`src/rtl/instr_mem_loader.sv`:
```
// rtl/instr_mem_loader.sv - byte-stream program loader into 32-bit instruction memory
module instr_mem_loader #(
   parameter int DEPTH = 32
) (
   input  logic        CLK,
   input  logic        RESETn,
   input  logic        start,
   input  logic [5:0]  numWords,
   input  logic [7:0]  byteData,
   input  logic        byteValid,
   output logic        byteReady,
   output logic        memWrEn,
   output logic [31:0] memWrAddr,
   output logic [31:0] memWrData,
   output logic        cpuHold,
   output logic        done,
   output logic [5:0]  wordCount
);

   typedef enum logic [1:0] {IDLE, LOAD, WRITE, DONE} state_t;

   localparam logic [5:0] DEPTH_W = 6'(DEPTH);

   state_t      r_state;
   state_t      w_next_state;
   logic        r_byte_ready;
   logic        r_mem_wr_en;
   logic        r_cpu_hold;
   logic        r_done;
   logic [31:0] r_mem_wr_addr;
   logic [31:0] r_mem_wr_data;
   logic [5:0]  r_word_count;
   logic [5:0]  r_target;
   logic [1:0]  r_byte_idx;
   logic [23:0] r_assy;

   logic        w_accept;
   logic        w_last;
   logic [5:0]  w_target_in;

   // A byte moves only on a valid/ready handshake while loading
   assign w_accept    = (r_state == LOAD) && r_byte_ready && byteValid;
   // Clamp the request so the address can never run past the memory
   assign w_target_in = (numWords > DEPTH_W) ? DEPTH_W : numWords;
   // Widened compare so a target of 63 cannot wrap
   assign w_last      = (({1'b0, r_word_count} + 7'd1) == {1'b0, r_target});

   // Next-state decode
   always_comb begin
      w_next_state = r_state;
      unique case (r_state)
         IDLE:  if (start) w_next_state = (w_target_in == 6'd0) ? DONE : LOAD;
         LOAD:  if (w_accept && (r_byte_idx == 2'd3)) w_next_state = WRITE;
         WRITE: w_next_state = w_last ? DONE : LOAD;
         DONE:  w_next_state = IDLE;
         default: w_next_state = IDLE;
      endcase
   end

   // State register and state-decoded outputs, registered so they line up with the state
   always_ff @(posedge CLK or negedge RESETn) begin
      if (!RESETn) begin
         r_state      <= IDLE;
         r_byte_ready <= 1'b0;
         r_mem_wr_en  <= 1'b0;
         r_cpu_hold   <= 1'b0;
         r_done       <= 1'b0;
      end else begin
         r_state      <= w_next_state;
         r_byte_ready <= (w_next_state == LOAD);
         r_mem_wr_en  <= (w_next_state == WRITE);
         r_cpu_hold   <= (w_next_state != IDLE);
         r_done       <= (w_next_state == DONE);
      end
   end

   // Word assembly, write address/data capture and word counting
   always_ff @(posedge CLK or negedge RESETn) begin
      if (!RESETn) begin
         r_mem_wr_addr <= 32'd0;
         r_mem_wr_data <= 32'd0;
         r_word_count  <= 6'd0;
         r_target      <= 6'd0;
         r_byte_idx    <= 2'd0;
         r_assy        <= 24'd0;
      end else begin
         if ((r_state == IDLE) && start) begin
            r_target     <= w_target_in;
            r_word_count <= 6'd0;
            r_byte_idx   <= 2'd0;
         end
         if (w_accept) begin
            r_byte_idx <= r_byte_idx + 2'd1;
            unique case (r_byte_idx)
               2'd0: r_assy[7:0]   <= byteData;
               2'd1: r_assy[15:8]  <= byteData;
               2'd2: r_assy[23:16] <= byteData;
               default: begin
                  r_mem_wr_data <= {byteData, r_assy};
                  r_mem_wr_addr <= {24'd0, r_word_count, 2'b00};
               end
            endcase
         end
         if (r_state == WRITE) begin
            r_word_count <= r_word_count + 6'd1;
         end
      end
   end

   assign byteReady = r_byte_ready;
   assign memWrEn   = r_mem_wr_en;
   assign memWrAddr = r_mem_wr_addr;
   assign memWrData = r_mem_wr_data;
   assign cpuHold   = r_cpu_hold;
   assign done      = r_done;
   assign wordCount = r_word_count;

endmodule

```
`config.mk`:
```
export PLATFORM = sky130hd
export DESIGN_NAME = instr_mem_loader
export DESIGN_NICKNAME = d
export VERILOG_FILES = /design/src/rtl/instr_mem_loader.sv
export SDC_FILE = /design/constraint.sdc
export NUM_CORES = 1
export LEC_CHECK = 0
export BUFFER_PORTS_ARGS = -buffer_cell sky130_fd_sc_hd__buf_4
export CAP_MARGIN = 20
export CORE_UTILIZATION = 50
export DETAILED_ROUTE_END_ITERATION = 16
export GPL_TIMING_DRIVEN = 0
export PLACE_DENSITY = 0.79
export SLEW_MARGIN = 40
export SYNTH_ARGS = -nofsm -noshare
export SYNTH_HDL_FRONTEND = slang
export SYNTH_SLANG_ARGS = --single-unit
```
`constraint.sdc`:
```
create_clock -name CLK -period 4.6 [get_ports CLK]
set_input_delay 0.92 -clock CLK [delete_from_list [all_inputs] [get_ports CLK]]
set_output_delay 0.92 -clock CLK [all_outputs]
set_load 0.03 [all_outputs]
```
# ---- After elaboration in Yosys (flattened, before gate mapping)
# Cells that the tools add are included.
dict set report op_classes {
  addsub 3
  order_cmp 1
  eq_ne 10
  mux 10
  bitwise_logic 1
  reduce_logical 15
}
# operator n
set op_table {}
lappend op_table {{6-bit 2-to-1 mux} 3}
lappend op_table {{2-bit == test (second input constant)} 6}
lappend op_table {{2-bit 2-to-1 mux} 6}
lappend op_table {{2-bit one-hot mux with 4 select lines} 1}
lappend op_table {{2-bit AND reduction} 4}
lappend op_table {{6-bit by 1-bit adder with 7-bit output (second input constant)} 1}
lappend op_table {{7-bit by 6-bit == test with 1-bit output} 1}
lappend op_table {{6-bit by 1-bit adder with 6-bit output (second input constant)} 1}
lappend op_table {{2-bit by 1-bit == test with 1-bit output (second input constant)} 3}
lappend op_table {{6-bit greater-than comparator (second input constant)} 1}
lappend op_table {{6-bit zero test} 1}
lappend op_table {{2-bit nonzero test} 3}
lappend op_table {{1-bit logical AND} 4}
lappend op_table {{2-bit zero test} 2}
lappend op_table {{3-bit OR reduction} 1}
lappend op_table {{2-bit by 1-bit adder with 2-bit output (second input constant)} 1}
lappend op_table {{1-bit NOT} 1}
dict set report word_totals {
  reg_bits 82
  input_bits 18
  out_inout_bits 74
  word_cells 53
}

# ---- Depth between registers and ports, before layout
dict set report logic_depth {
  ltp_word 7
  depth_mapped 9
  ltp_nobuf 7
}

# ---- Worst setup path before layout
# No wires, ideal clock.
dict set report synth_timing {
  kind {input -> register}
  startpoint {in numWords[2]}
  endpoint {reg r_byte_ready (netlist: byteReady)}
  setup_time_ns 0.120
  t_arrival_ns 1.940
  required_ns 4.480
  slack_ns 2.540
  path_stages 5
  n_path_buf 0
  path_cell_list {or4_1 > o41a_1 > o31a_2 > inv_2 > nor2_1}
}
dict set report synth_via {
  elab_chain_cells 7
}
# element line_no
set synth_rtl {}
lappend synth_rtl {{start, declared} 8} ;# input logic [5:0] numWords,
lappend synth_rtl {{6-bit greater-than comparator} 44} ;# assign w_target_in = (numWords > DEPTH_W) ? DEPTH_W : numWords;
lappend synth_rtl {{6-bit 2-to-1 mux *} 44}
lappend synth_rtl {{6-bit zero test *} 52} ;# IDLE: if (start) w_next_state = (w_target_in == 6'd0) ? DONE : LOAD;
lappend synth_rtl {{2-bit 2-to-1 mux * (2 in series)} 52}
lappend synth_rtl {{2-bit one-hot mux with 4 select lines *} 51} ;# unique case (r_state)
lappend synth_rtl {{net w_next_state[1]} 25} ;# state_t w_next_state;
lappend synth_rtl {{2-bit by 1-bit == test with 1-bit output *} 70} ;# r_byte_ready <= (w_next_state == LOAD);
lappend synth_rtl {{end signal, assigned} 70}
lappend synth_rtl {{end, declared} 26} ;# logic r_byte_ready;
# Mark *: on every way through the listed nets, which the timed path passes. The rest lies on a longest branch.
# A chain may end at the register's enable or synchronous reset.

# ---- Final worst setup path
dict set report layout_timing {
  startpoint {reg r_word_count[0] (netlist: wordCount[0])}
  endpoint {out wordCount[0]}
}
# element line_no
set layout_rtl {}
lappend layout_rtl {{start, declared} 32} ;# logic [5:0] r_word_count;
lappend layout_rtl {{start signal, assigned} 105} ;# r_word_count <= r_word_count + 6'd1;
lappend layout_rtl {{end, declared} 17} ;# output logic [5:0] wordCount
# No word-level cell between the ends.

==> results.yml <==
logic_synthesis:
  synth-seq-area-share_pct: 57.0
  synth_cells: 262
  avgSynthCellArea_um2: 13.7
  synth-seq-cells: 82
  synth_flop_cell: "dfrtp_1"
  ys.warnings.count: 0
  synthArstFlopShare_pct: 100
  yosysUniqueCellTypes: 37
  synth_edf_count: 0
  synth_area_mm2: 0.00360
routing:
  wirelength_um: 6770
  firstDrtPassIters: 4
  viasPerCell: 4.90
  drc_errors: 0
  dr_total_vias: 2272
  wl_per_cell_um: 14.6
  ant_nets: 0
  drt-initial-drc-count: 63
cts:
  clkTransAtPathRegs_ps: 80
  numCtsBuffers: 9
  clock-sinks: 82
  clk_latency_ps: 350
  cts_setup_buffers: 0
  cts_tree: "done"
  root_buffer: "clkbuf_8"
  cts_resized: 0
  cts_max_level: 3
  postCtsHoldBufs: 0
  clockBufferDepth: 2
cells_and_area:
  area_growth_pct: 26.3
  multi_input_area_mm2: 0.00134
  layout_commonest_cell: "buf_4"
  nNetsFinal: 386
  layout_common_cells: "93 x buf_4, 82 x dfrtp_1, 65 x mux2_2, 26 x conb_1, 10 x nand2_1"
  fillCellCount: 509
  stdcell_area_mm2: 0.00455
  diodes: 0
  drive_gt1_share_pct: 50.5
  register_area_mm2: 0.00205
global_routing:
  grt_max_degree: 83
  track_usage_pct: 19.1
  grt-ovfl-total: 0
  top_usage_layer: "met2"
  use_met1_pct: 24.4
  use_met3_pct: 3.89
  grt_antenna_before_repair: 0
  first_global_vias: 2137
  grt_pass1_wl_um: 10600
  use_met2_pct: 30.6
timing:
  period_share_pct: 43.4
  rsz0062_at_grt: "false"
  drv_slew: 0
  worstMarginPinSlew_ps: 724
  max_freq_mhz: 501
  fin_skew_ps: 5.78
  setup_tns_ps: 0
  finalHoldViolCount: 0
  setup_violations: 0
  hold_ws_ps: 503
  relSlewSlack_pct: 51.8
  min_period_ps: 2000
critical_path:
  end_kind: "output pin"
  path_max_fanout: 8
  critPathMaxStageDelay_ps: 510
  cp_data_required_time_ps: 3680
  worst-setup-path-type: "flip-flop to output pin"
  cp_top_family: "flip-flops"
  crit_slowest_cell: "dfrtp_1"
  cp_cell_sequence: "buf_4"
  arrival_ps: 1080
  critPathLaunchType: "flip-flop"
  cp_num_buf_inv: 1
die:
  ios: 92
  core-area_mm2: 0.00687
  die_y_um: 86.9
  dieArea_mm2: 0.00754
  die_w_um: 86.9
  row_count: 30
  start_util_pct: 52.4
pwr:
  comb_power_share_pct: 37.8
  p_int_uw: 1870
  switchingPower_uw: 1020
  peakVddDrop_mv: 0.295
  pwr-share-clk_pct: 21.6
  power_uw: 2880
  power_density_mw_per_mm2: 634
  seqPwrFrac_pct: 40.6
  switching_share_pct: 35.2
  p_leak_uw: 0.00231
min_path:
  hp-class: "flip-flop to flip-flop"
placement:
  place_area_mm2: 0.00431
  hpwl_um: 4690
  place.gp.congestion: 0.775
  port_buffers: 65
run_status:
  outcome: "finished clean"
flow_run:
  maxCapViolCount: 0
-- layer usage --
| metal | vias to the layer above | part of all wire [%] | wire length [um] |
|---|---|---|---|
| met2 | 60 | 50 | 3350 |
| met5 | - | 0 | 0 |
| li1 | 1061 | - | - |
| met1 | 1138 | 44 | 2960 |
| met3 | 13 | 4.5 | 302 |
| met4 | 0 | 2.3 | 153 |
-- path summary, 6_finish.rpt --
path / start / endpoint / slack (ps) / cells past startpoint
min in group asynchronous: RESETn / memWrAddr[7] / 590 / 1
hold / removal: r_target[1] / r_target[1] / 500 / 2
max in group asynchronous: RESETn / memWrData[10] / 3510 / 1
hold reg to reg: r_target[1] / r_target[1] / 500 / 2
setup reg to reg: wordCount[0] / byteReady / 2650 / 7
setup / recovery: wordCount[0] / wordCount[0] / 2600 / 1
-- power groups by stage --
stage / Clock, uW / Combinational, uW / Sequential [uW]
floorplan: 0 / 491 / 1410
global placement: 0 / 1070 / 1170
detailed placement: 0 / 1100 / 1190
CTS: 633 / 1100 / 1170
global route: 661 / 1170 / 1210
finish: 623 / 1090 / 1170
-- registers in the layout, indices dropped and copies added (netlist names) --
| name | count |
|---|---|
| byteReady | 1 |
| cpuHold | 1 |
| done | 1 |
| memWrAddr | 6 |
| memWrData | 32 |
| memWrEn | 1 |
| r_assy | 24 |
| r_byte_idx | 2 |
| r_state | 2 |
| r_target | 6 |
| wordCount | 6 |
-- cell usage after synthesis, drive strengths merged (4+ instances only) --
master / number / area [um2]
xnor2: 5 / 43.8
inv: 6 / 25.0
ha: 5 / 62.6
nor2: 4 / 15.0
buf: 34 / 277
o21ai: 7 / 35.0
mux2: 65 / 732
dfrtp: 82 / 2050
a22o: 5 / 43.8
nand2: 14 / 76.3
nand2b: 8 / 50.1
-- cell families after synthesis --
family          count (synthesis)  share of synthesized area [%]
flops                          82                           57.0
mux                            65                           20.3
buf+inv                        41                           8.48
simple gates                   39                           6.12
compound gates                 22                           4.52
xor+xnor                        7                           1.70
fa+ha+maj                       5                           1.74
other cells                     1                          0.104
-- per-stage QoR --
step                      std cells  util (%)  setup slack (ps)
after CTS                       464      66.2              2590
after floorplan                 287         -              2540
after detailed placement        448      62.7              2380
after global routing            464      66.2              2540
after global placement          448      62.6              2380
final                           464      66.2              2600
-- area by class of cell --
class	count	area share (%)
Buffer	35	6.16
Sequential cell	82	45.1
Timing Repair Buffer	65	10.8
Clock inverter	6	2.50
Multi-Input combinational cell	164	29.4
Clock buffer	10	2.81
Tap cell	96	2.64
Inverter	6	0.550
No activity file was read; power rests on OpenSTA's default activity.
